**src/rtl/mux4_rr_arbiter_pkg.sv**
```systemverilog
// mux4_rr_arbiter_pkg: shared state encoding, requester count and round-robin pick helper
package mux4_rr_arbiter_pkg;
  localparam int NREQ = 4;
  typedef enum logic {IDLE = 1'b0, BUSY = 1'b1} state_t;
  function automatic logic [1:0] rr_pick(input logic [NREQ-1:0] r, input logic [1:0] p);
    logic [1:0] idx;
    rr_pick = p;
    for (int k = NREQ - 1; k >= 0; k--) begin
      idx = p + 2'(k);
      if (r[idx]) rr_pick = idx;
    end
  endfunction
endpackage

```
**src/rtl/mux4_rr_arbiter_mux4x1.sv**
```systemverilog
// mux4x1: single-bit 4:1 multiplexer steered by {s1,s0}
module mux4x1 (
  input  logic [3:0] d,
  input  logic       s1,
  input  logic       s0,
  output logic       y
);
  assign y = s1 ? (s0 ? d[3] : d[2]) : (s0 ? d[1] : d[0]);
endmodule

```
**src/rtl/mux4_rr_arbiter.sv**
```systemverilog
// mux4_rr_arbiter: round-robin owner of a 4:1 mux with per-tenure hold limit
module mux4_rr_arbiter
  import mux4_rr_arbiter_pkg::*;
#(
  parameter int MAX_HOLD = 8,
  parameter int DW       = 1
) (
  input  logic              clk,
  input  logic              rst,
  input  logic [NREQ-1:0]   req,
  input  logic [4*DW-1:0]   din,
  output logic [NREQ-1:0]   gnt,
  output logic              s1,
  output logic              s0,
  output logic              valid,
  output logic [DW-1:0]     dout
);
  localparam int HW = MAX_HOLD > 1 ? $clog2(MAX_HOLD) : 1;
  localparam logic [HW-1:0] HOLD_LAST = HW'(MAX_HOLD - 1);
  state_t          state_q, state_d;
  logic [1:0]      ptr_q, ptr_d, sel_q, sel_d, win;
  logic [HW-1:0]   hold_q, hold_d;
  logic [NREQ-1:0] gnt_q, gnt_d;
  logic            release_c, busy;
  logic [DW-1:0]   mux_y;
  assign win  = rr_pick(req, ptr_q);
  assign busy = state_q == BUSY;
  always_ff @(posedge clk) begin
    if (rst) begin
      state_q <= IDLE;
      ptr_q   <= '0;
      sel_q   <= '0;
      hold_q  <= '0;
      gnt_q   <= '0;
    end else begin
      state_q <= state_d;
      ptr_q   <= ptr_d;
      sel_q   <= sel_d;
      hold_q  <= hold_d;
      gnt_q   <= gnt_d;
    end
  end
  // A timeout and a dropped request in the same cycle still yield one release.
  always_comb begin
    release_c = !req[sel_q] || hold_q == HOLD_LAST;
    state_d   = busy ? (release_c ? IDLE : BUSY) : (|req ? BUSY : IDLE);
  end
  always_comb begin
    ptr_d  = busy && release_c ? sel_q + 2'd1 : ptr_q;
    sel_d  = !busy && |req ? win : sel_q;
    hold_d = busy && !release_c ? hold_q + HW'(1) : '0;
    gnt_d  = state_d == BUSY ? NREQ'(1) << sel_d : '0;
  end
  for (genvar i = 0; i < DW; i++) begin : g_bit
    mux4x1 u_mux (
      .d ({din[3*DW+i], din[2*DW+i], din[DW+i], din[i]}),
      .s1(sel_q[1]),
      .s0(sel_q[0]),
      .y (mux_y[i])
    );
  end
  always_comb begin
    gnt   = gnt_q;
    s1    = sel_q[1];
    s0    = sel_q[0];
    valid = busy;
    dout  = busy ? mux_y : '0;
  end
endmodule

```
**config.mk**
```make
export PLATFORM = sky130hd
export DESIGN_NAME = mux4_rr_arbiter
export DESIGN_NICKNAME = d
export VERILOG_FILES = /design/src/rtl/mux4_rr_arbiter_pkg.sv /design/src/rtl/mux4_rr_arbiter_mux4x1.sv /design/src/rtl/mux4_rr_arbiter.sv
export SDC_FILE = /design/constraint.sdc
export NUM_CORES = 1
export LEC_CHECK = 0
export ABC_AREA = 1
export ABC_CLOCK_PERIOD_IN_PS = 1250
export CAP_MARGIN = 10
export CORE_MARGIN = 1.5
export CORE_UTILIZATION = 42
export CTS_CLUSTER_SIZE = 8
export DETAILED_ROUTE_END_ITERATION = 12
export PLACE_DENSITY = 0.69
export SYNTH_ARGS = -nofsm -noshare
export SYNTH_HDL_FRONTEND = slang
export SYNTH_SLANG_ARGS = --single-unit
```
**constraint.sdc**
```tcl
create_clock -name clk -period 1.25 [get_ports clk]
set_input_delay 0.125 -clock clk [delete_from_list [all_inputs] [get_ports clk]]
set_output_delay 0.125 -clock clk [all_outputs]
set_load 0.01 [all_outputs]
```
Yosys cells after proc, flatten, opt, wreduce, memory -nomap -nowiden
Index checks and enable logic that the tools add are counted.
{ "word_totals": {"input_bits": 10, "reg_bits": 12} }
{ "classes": {"n_reduce_logical": 10, "muxes": 22, "magnitude_cmp": 5, "bitwise": 2, "n_shift": 1, "addsub": 5, "eq_ne": 1} }
{ "op_table": {"columns": ["operator", "count"], "rows": [
  ["< comparator 2 x 3 -> 1 bit (second input constant)", 5],
  ["two-way mux 1 bit", 12],
  ["binary-select mux 1 bit (select 2 bit)", 5],
  ["two-way mux 2 bit", 5],
  ["adder 2 x 1 -> 2 bit (second input constant)", 2],
  ["adder 2 bit (second input constant)", 2],
  ["OR reduction 2 bit", 2],
  ["OR reduction 4 bit", 1],
  ["left shift 1 x 2 -> 4 bit (first input constant)", 1],
  ["adder 3 x 1 -> 3 bit (second input constant)", 1],
  ["== test 3 bit (second input constant)", 1],
  ["logical AND 1 bit", 3],
  ["zero test 1 bit", 3],
  ["inverter 1 bit", 2],
  ["logical OR 1 bit", 1]
]} }

Depth between registers and ports, before layout
Gate-level depths: netlist of the first run.
{ "logic_depth": {"word_depth": 9, "depth_mapped": 14, "depth_no_buf": 13} }

Hierarchy
Synthesis of the first run repeated with hierarchy kept, for this count alone.
{ "hier_totals": {"cells_unflattened": 124, "hier_area_um2": 777.0} }
{ "by_module_without_submodules": {"columns": ["module", "cells_per_inst", "seq_area_each_um2", "area_per_inst_um2", "instances"], "rows": [
  ["mux4_rr_arbiter", 111, 240.2, 725.7, 1],
  ["mux4x1", 13, 0.0, 51.3, 1]
]} }

Worst setup path after synthesis of the first run
OpenSTA, ideal clock, no wires.
{ "synth_path": {"kind": "register -> register", "startpoint": "register ptr_q[0]", "endpoint": "register gnt_q[2] (netlist: gnt[2])", "stages_incl_launch_ff": 14, "synth_period_minus_slack_ps": 1207, "t_required_ps": 1138, "setup_ps": 112, "t_arrival_ps": 1095, "setup_slack_ps": 43, "path_buffers": 1, "cell_sequence": "dfxtp_1 -> buf_6 -> inv_8 -> nand2_1 -> nand2_1 -> nand2_1 -> nand2_1 -> inv_2 -> nand2_1 -> nand2_1 -> nand2_1 -> nand3_2 -> nand2_2 -> nor2_1"} }
{ "synth_between": {"elab_chain_cells": 9, "word_cells_on_any_way": 17} }
{ "synth_rtl": {"columns": ["element", "line", "text"], "rows": [
  ["start, declared", "mux4_rr_arbiter.sv:21", "logic [1:0] ptr_q, ptr_d, sel_q, sel_d, win;"],
  ["start signal, assigned", "mux4_rr_arbiter.sv:37", "ptr_q <= ptr_d;"],
  ["adder 2 bit", "mux4_rr_arbiter_pkg.sv:9", "idx = p + 2'(k);"],
  ["binary-select mux 1 bit (select 2 bit)", "mux4_rr_arbiter_pkg.sv:10", "if (r[idx]) rr_pick = idx;"],
  ["two-way mux 1 bit (not written as such)", "mux4_rr_arbiter_pkg.sv:10", null],
  ["two-way mux 2 bit (3 in a row)", "mux4_rr_arbiter_pkg.sv:10", null],
  ["two-way mux 2 bit (*)", "mux4_rr_arbiter_pkg.sv:10", null],
  ["two-way mux 2 bit (*)", "mux4_rr_arbiter.sv:50", "sel_d = !busy && |req ? win : sel_q;"],
  ["left shift 1 x 2 -> 4 bit (*)", "mux4_rr_arbiter.sv:52", "gnt_d = state_d == BUSY ? NREQ'(1) << sel_d : '0;"],
  ["end signal, assigned", "mux4_rr_arbiter.sv:40", "gnt_q <= gnt_d;"],
  ["end, declared", "mux4_rr_arbiter.sv:23", "logic [NREQ-1:0] gnt_q, gnt_d;"]
]} }
Mark *: on every way between the ends. The rest lies on a longest branch, timed or not. The select of a mux whose other input is x is not followed.
A chain may end at the register's enable or synchronous reset.

Worst setup path in the final report of the first run
Same ends and word-level chain as after synthesis.

==> out/qor.yml, run 1 <==
status:
  status: "finished, violations left"
  violations: "negative setup slack"
detailed_routing:
  routed.top_layer: "met3"
  ant_nets: 0
  via_count: 861
  first_iter_violations: 25
  route.met3.wl_um: 129
  finalWirelength_mm: 2.06
  avgViaCountPerCell: 5.04
  drcViolationCount: 0
  wl_per_cell_um: 12.0
  firstDrtPassIters: 4
  routedLengthMet1_um: 924
  met2_wirelength_mm: 1.00
placement:
  hpwlAfterDp_mm: 1.31
  portBuffers: 17
  routabilityCongestion: 0.944
synth:
  synthCells: 117
  yosysSeqAreaShare_pct: 32.4
  synth-seq-cells: 12
  synth_area_per_cell_um2: 6.33
  syn_area_um2: 741
  ys_warn_count: 0
  synth.distinct_cells: 19
  synth_fp_nets: 129
clock_tree:
  cts_buffers: 3
  cts_tree: "built"
  htreeDepth: 1
  clk_latency_ns: 0.28
  clk_pin_slew_worst_paths_ns: 0.08
  hold_buffers: 0
  cts_root_buffer: "clkbuf_4"
  clock-sinks: 12
  clock_path_buffers: 2
layout:
  area_delta_synth_final_pct: 66.7
  final_cell_mix: "nand2_1 (22), nand2_2 (20), buf_4 (15)"
  drive_above_1_share_pct: 46.5
  antenna_cells: 0
  multiInputGateArea_um2: 510
  layout_commonest_cell: "nand2_1"
  finalNetCount: 168
  fin_util_pct: 78.3
  seq_area_um2: 250
  fill_cells: 119
worst_setup_path:
  cp-end-kind: "flop"
  start_kind: "flop"
  cp_common_cell: "nand2_2"
  worstSetupPathType: "reg2reg"
  cpPeakStageDelay_ns: 0.36
  cp_top_family: "simple AND/OR/NAND/NOR gates"
  required_ns: 1.43
  critPathBufInv: 3
  slowest_stage: "dfxtp_4"
  path_cells: "buf_12 -> clkinv_8 -> nand2_2 -> nand3_2 -> nand2_1 -> inv_1 -> nand2_2 -> nand2_2 -> nand2_2 -> nand2_2 -> nand3_4 -> nand2_2 -> nor2_1"
  worstPathArrival_ns: 1.59
  worstPathMaxFanout: 7
sta:
  final.setup.worst_slack_ns: -0.159
  rsz0062_at_grt: "true"
  slew_viol_final: 0
  finalSetupViolCount: 10
  worst_slew_pin_slew_ns: 0.197
  period_share_pct: 113
  tns_ns: -0.804
  fin_skew_ns: 0.00341
  max-slew-margin-rel_pct: 86.8
  hold_viol_final: 0
  min_period_ns: 1.41
  fmax_mhz: 710
power_and_ir_drop:
  switchingPower_mw: 0.879
  clockPowerShare_pct: 15.2
  comb_power_share_pct: 59.0
  power_frac_seq_pct: 25.7
  peakVddDrop_mv: 1.06
  power_density_nw_per_um2: 1690
  p_leak_nw: 0.623
  swShare_pct: 42.1
  p_int_mw: 1.21
floorplan:
  start_util_pct: 47.0
  die_x_um: 45.0
  die_area_um2: 2020
  core_area_um2: 1580
  rows: 14
  io_pins: 18
  die-height_um: 45.0
global_routing:
  grt_pass1_wl_mm: 3.03
  grt_overflow: 0
  antenna_found_initial: 0
  grt_use_total_pct: 20.0
  grt_max_degree: 10
  grt_pass1_vias: 709
job:
  max_cap_viol_count: 0
min_path:
  hold_path_class: "reg2reg"
[final timing paths]
kind	end	cells after the start	start	slack, ns
hold / removal	hold_q[0]$_SDFF_PP0_	1	hold_q[0]$_SDFF_PP0_	0.43
setup / recovery	gnt[2]$_SDFF_PP0_	13	ptr_q[0]$_SDFFE_PP0P_	-0.16
setup reg to reg	gnt[2]$_SDFF_PP0_	13	ptr_q[0]$_SDFFE_PP0P_	-0.16
hold reg to reg	hold_q[0]$_SDFF_PP0_	1	hold_q[0]$_SDFF_PP0_	0.43
[cells in the mapped netlist, drive strengths merged]
| cell type | instances | share of area [%] |
|---|---|---|
| a211oi | 1 | 1.0 |
| o21ai | 6 | 5.1 |
| buf | 2 | 2.2 |
| nand3 | 8 | 6.1 |
| dfxtp | 12 | 32 |
| nand4 | 1 | 1.7 |
| ha | 2 | 3.4 |
| a21oi | 6 | 4.1 |
| nand2 | 45 | 25 |
| nor2 | 11 | 5.6 |
| inv | 21 | 12 |
| o211ai | 2 | 2.0 |
[cell type report]
cell class,instances,share of cell area [%]
flip-flops and latches,12,20.3
inverters,21,7.40
repair buffers,36,26.4
multi-input cells,82,41.3
well taps,16,1.62
clock buffers,4,2.94
[per-layer routing]
metal | vias to the layer above | track usage (%)
met1 | 387 | 28.2
met3 | 0 | 6.00
met5 | - | 0
met2 | 32 | 31.4
met4 | 0 | 1.76
li1 | 442 | -
[sequential cells by signal, indices dropped and copies added (netlist names)]
| signal | flops |
|---|---|
| ptr_q | 2 |
| valid | 1 |
| hold_q | 3 |
| gnt | 4 |
| sel_q | 2 |
[metrics by stage]
step                power, mW  hold WS [ns]  instances  cell area [um2]  worst slack [ns]
floorplan                1.10         0.194        117              741            0.0426
global placement         1.48         0.407        162             1030            -0.305
detailed placement       1.49         0.413        162             1030            -0.353
CTS                      1.78         0.424        166             1070           -0.0927
global route             2.24         0.458        171             1230            -0.238
finish                   2.09         0.426        171             1230            -0.159
[what timing repair did]
item | in CTS | in global routing
gates resized for setup | 21 | 37
pin swaps | 6 | 23
setup endpoints to repair | 15 | 13
cloned | 0 | 0
setup buffers | 1 | 5
[power groups by stage]
| stage | clock network (mW) | logic, mW | registers, mW |
|---|---|---|---|
| 4_1_cts | 0.319 | 0.914 | 0.551 |
| 3_5_place_dp | 0 | 0.968 | 0.525 |
| 2_1_floorplan | 0 | 0.552 | 0.543 |
| 5_1_grt | 0.340 | 1.35 | 0.550 |
| 3_3_place_gp | 0 | 0.954 | 0.523 |
| 6_report | 0.318 | 1.23 | 0.538 |
[logic make-up (layout without fill, tap and decap cells)]
group                      Yosys count  count (layout)  share of synthesized area (%)
and+or+nand+nor                     65              65                           38.2
adders and majority gates            2               2                           3.38
AOI/OAI and AO/OA                   15              15                           12.2
buffers and inverters               23              61                           13.9
DFF                                 12              12                           32.4
Power figures use the tool's default switching activity.
==> run 2, diff against run 1 <==
Settings changed: GPL_TIMING_DRIVEN set to 0.
==> out/qor.yml, run 2 (synthesis results as in run 1) <==
clock_tree:
  clock-sinks: 12  # unchanged
  cts_buffers: 3  # unchanged
  cts_tree: "built"
  hold_buffers: 0  # unchanged
  cts_root_buffer: "clkbuf_4"
  clk_latency_ns: 0.27  # about the same
  clock_path_buffers: 2  # unchanged
  clk_pin_slew_worst_paths_ns: 0.07  # about the same
  htreeDepth: 1  # unchanged
min_path:
  min-delay-start: "hold_q[0]$_SDFF_PP0_"
  hold_end: "hold_q[0]$_SDFF_PP0_"
  hold_depth: 1  # unchanged
  hold_path_class: "reg2reg"
sta:
  final.setup.worst_slack_ns: -0.148  # +0.0111 ns
  finalSetupViolCount: 7  # -3
  worst_slew_pin_slew_ns: 0.267  # +0.0697 ns
  max-slew-margin-rel_pct: 82.1  # -4.6 points
  period_share_pct: 112  # -0.89 points
  fin_skew_ns: 0.00383  # +0.000417 ns
  hold_viol_final: 0  # unchanged
  min_period_ns: 1.40  # -0.0111 ns
  fmax_mhz: 715  # +0.79%
  rsz0062_at_grt: "true"
  slew_viol_final: 0  # unchanged
global_routing:
  antenna_found_initial: 0  # unchanged
  grt_use_total_pct: 18.6  # -1.4 points
  grt_overflow: 0  # unchanged
  grt_pass1_wl_mm: 2.74  # -9.6%
  grt_max_degree: 8  # -2
  grt_pass1_vias: 685  # -3.4%
worst_setup_path:
  reg2reg_depth: 12  # -1
  cp-end-kind: "flop"
  cp_common_cell: "nand2_2"
  r2r-end: "gnt[2]$_SDFF_PP0_"
  required_ns: 1.42  # about the same
  worstPathArrival_ns: 1.57  # -0.02 ns
  start_kind: "flop"
  path_cells: "buf_6 -> clkinv_8 -> nand2_2 -> nand2_2 -> nand2_2 -> nand2_1 -> nand2_2 -> nand2_2 -> nand3_2 -> nand3_4 -> nand2_2 -> nor2_1"
  worstSetupPathType: "reg2reg"
  r2r-start: "ptr_q[0]$_SDFFE_PP0P_"
  r2r_slack_ns: -0.15  # about the same
  worstPathMaxFanout: 7  # unchanged
  cpPeakStageDelay_ns: 0.34  # -0.02 ns
  slowest_stage: "dfxtp_2"
power_and_ir_drop:
  swShare_pct: 44.7  # +2.6 points
  p_leak_nw: 0.607  # -2.5%
  power_density_nw_per_um2: 1640  # -3.1%
  peakVddDrop_mv: 1.18  # +11%
  comb_power_share_pct: 58.6  # -0.4 points
  p_int_mw: 1.05  # -13%
  totalPowerFinal_mw: 1.90  # -9.3%
  clockPowerShare_pct: 12.4  # -2.8 points
  power_frac_seq_pct: 28.9  # +3.2 points
  switchingPower_mw: 0.847  # -3.6%
placement:
  dp_slack_ns: -0.337  # +0.0156 ns
  hpwlAfterDp_mm: 1.16  # -11%
  dp.cells: 150  # -7.4%
  routabilityCongestion: 0.852  # -9.7%
  portBuffers: 17  # unchanged
detailed_routing:
  ant_nets: 0  # unchanged
  wl_per_cell_um: 12.1  # +0.59%
  first_iter_violations: 10  # -60%
  via_count: 793  # -7.9%
  firstDrtPassIters: 4  # unchanged
  avgViaCountPerCell: 4.99  # -0.95%
  drcViolationCount: 0  # unchanged
  finalWirelength_mm: 1.92  # -6.5%
layout:
  layout_commonest_cell: "nand2_2"
  antenna_cells: 0  # unchanged
  area_delta_synth_final_pct: 56.1
  drive_above_1_share_pct: 43.4  # -3.1 points
  final_cell_mix: "nand2_2 (21), nand2_1 (19), inv_1 (13)"
  instances_no_fill: 159  # -7.0%
  largest_reg_flops: 4  # unchanged
  finalNetCount: 157  # -6.5%
job:
  max_cap_viol_count: 0  # unchanged
floorplan:
  die_x_um: 45.0  # unchanged
  start_util_pct: 47.0  # unchanged
  rows: 14  # unchanged
  die_area_um2: 2020  # unchanged
  core_area_um2: 1580  # unchanged
  die-height_um: 45.0  # unchanged
  io_pins: 18  # unchanged
status:
  violations: "negative setup slack"
  status: "finished, violations left"
-- run 2: worst max-delay path, delay by kind of cell (launching register included) --
family / cells / cell delay (ns)
buffers and inverters: 2 / 0.24
flip-flops: 1 / 0.34
AND/OR/NAND/NOR: 10 / 0.73
-- run 2: how the worst max path moves through the flow --
stage | from | endpoint | slack (ns) | depth (start not counted)
final | ptr_q[0]$_SDFFE_PP0P_ | gnt[2]$_SDFF_PP0_ | -0.15 | 12
after global routing | ptr_q[0]$_SDFFE_PP0P_ | gnt[0]$_SDFF_PP0_ | -0.26 | 13
after global placement | req[0] | gnt[1]$_SDFF_PP0_ | -0.34 | 10
after detailed placement | req[2] | gnt[1]$_SDFF_PP0_ | -0.34 | 10
after floorplan | ptr_q[0]$_SDFFE_PP0P_ | gnt[2]$_SDFF_PP0_ | 0.04 | 13
after CTS | ptr_q[0]$_SDFFE_PP0P_ | gnt[0]$_SDFF_PP0_ | -0.08 | 13
-- run 2: what timing repair did --
action	4_1_cts	5_1_grt
pin swaps	3	10
gates resized for setup	19	42
endpoints found under the setup margin	10	15
cloned	1	0
buffers inserted	5	1
-- run 2: metrics by stage --
| step | setup TNS [ns] | util [%] | hold slack, ns | cell area (um2) |
|---|---|---|---|---|
| 6_report | -0.749 | 73.3 | 0.416 | 1160 |
| 5_1_grt | -1.68 | 73.3 | 0.455 | 1160 |
| 4_1_cts | -0.447 | 64.3 | 0.418 | 1010 |
| 3_5_place_dp | -2.55 | 59.0 | 0.411 | 931 |
| 3_3_place_gp | -2.51 | 59.0 | 0.410 | 931 |
| 2_1_floorplan | 0 | - | 0.194 | 741 |
-- run 2: power groups by stage --
stage / clock (mW) / combinational (mW) / sequential [mW]
after floorplan: 0 / 0.552 / 0.543
after global placement: 0 / 0.827 / 0.521
after detailed placement: 0 / 0.834 / 0.523
after CTS: 0.240 / 0.901 / 0.529
after global routing: 0.257 / 1.22 / 0.560
final: 0.235 / 1.11 / 0.548
-- run 2: area by class of cell --
| class | count | area, um2 |
|---|---|---|
| inverters | 21 | 93.8 |
| flip-flops and latches | 12 | 245 |
| well taps | 16 | 20.0 |
| plain buffers | 1 | 11.3 |
| clock buffers | 3 | 22.5 |
| multi-input cells | 82 | 537 |
| fillers | 122 | 420 |
| repair buffers | 24 | 226 |
-- run 2: metal layers --
metal | routed length, um | part of all wire (%) | up-vias | global-route usage, %
met1 | 879 | 46 | 352 | 24.6
met3 | 120 | 6.2 | 2 | 7.20
met2 | 898 | 47 | 25 | 29.1
li1 | - | - | 414 | -
met4 | 23 | 1.2 | 0 | 3.53
met5 | 0 | 0 | - | 0
==> run 3, diff against run 2 <==
Settings changed: CAP_MARGIN 10 to 20, SLEW_MARGIN set to 30.
==> results of run 3 <==
The final DEF is identical to that of run 2; final timing and power are the same.
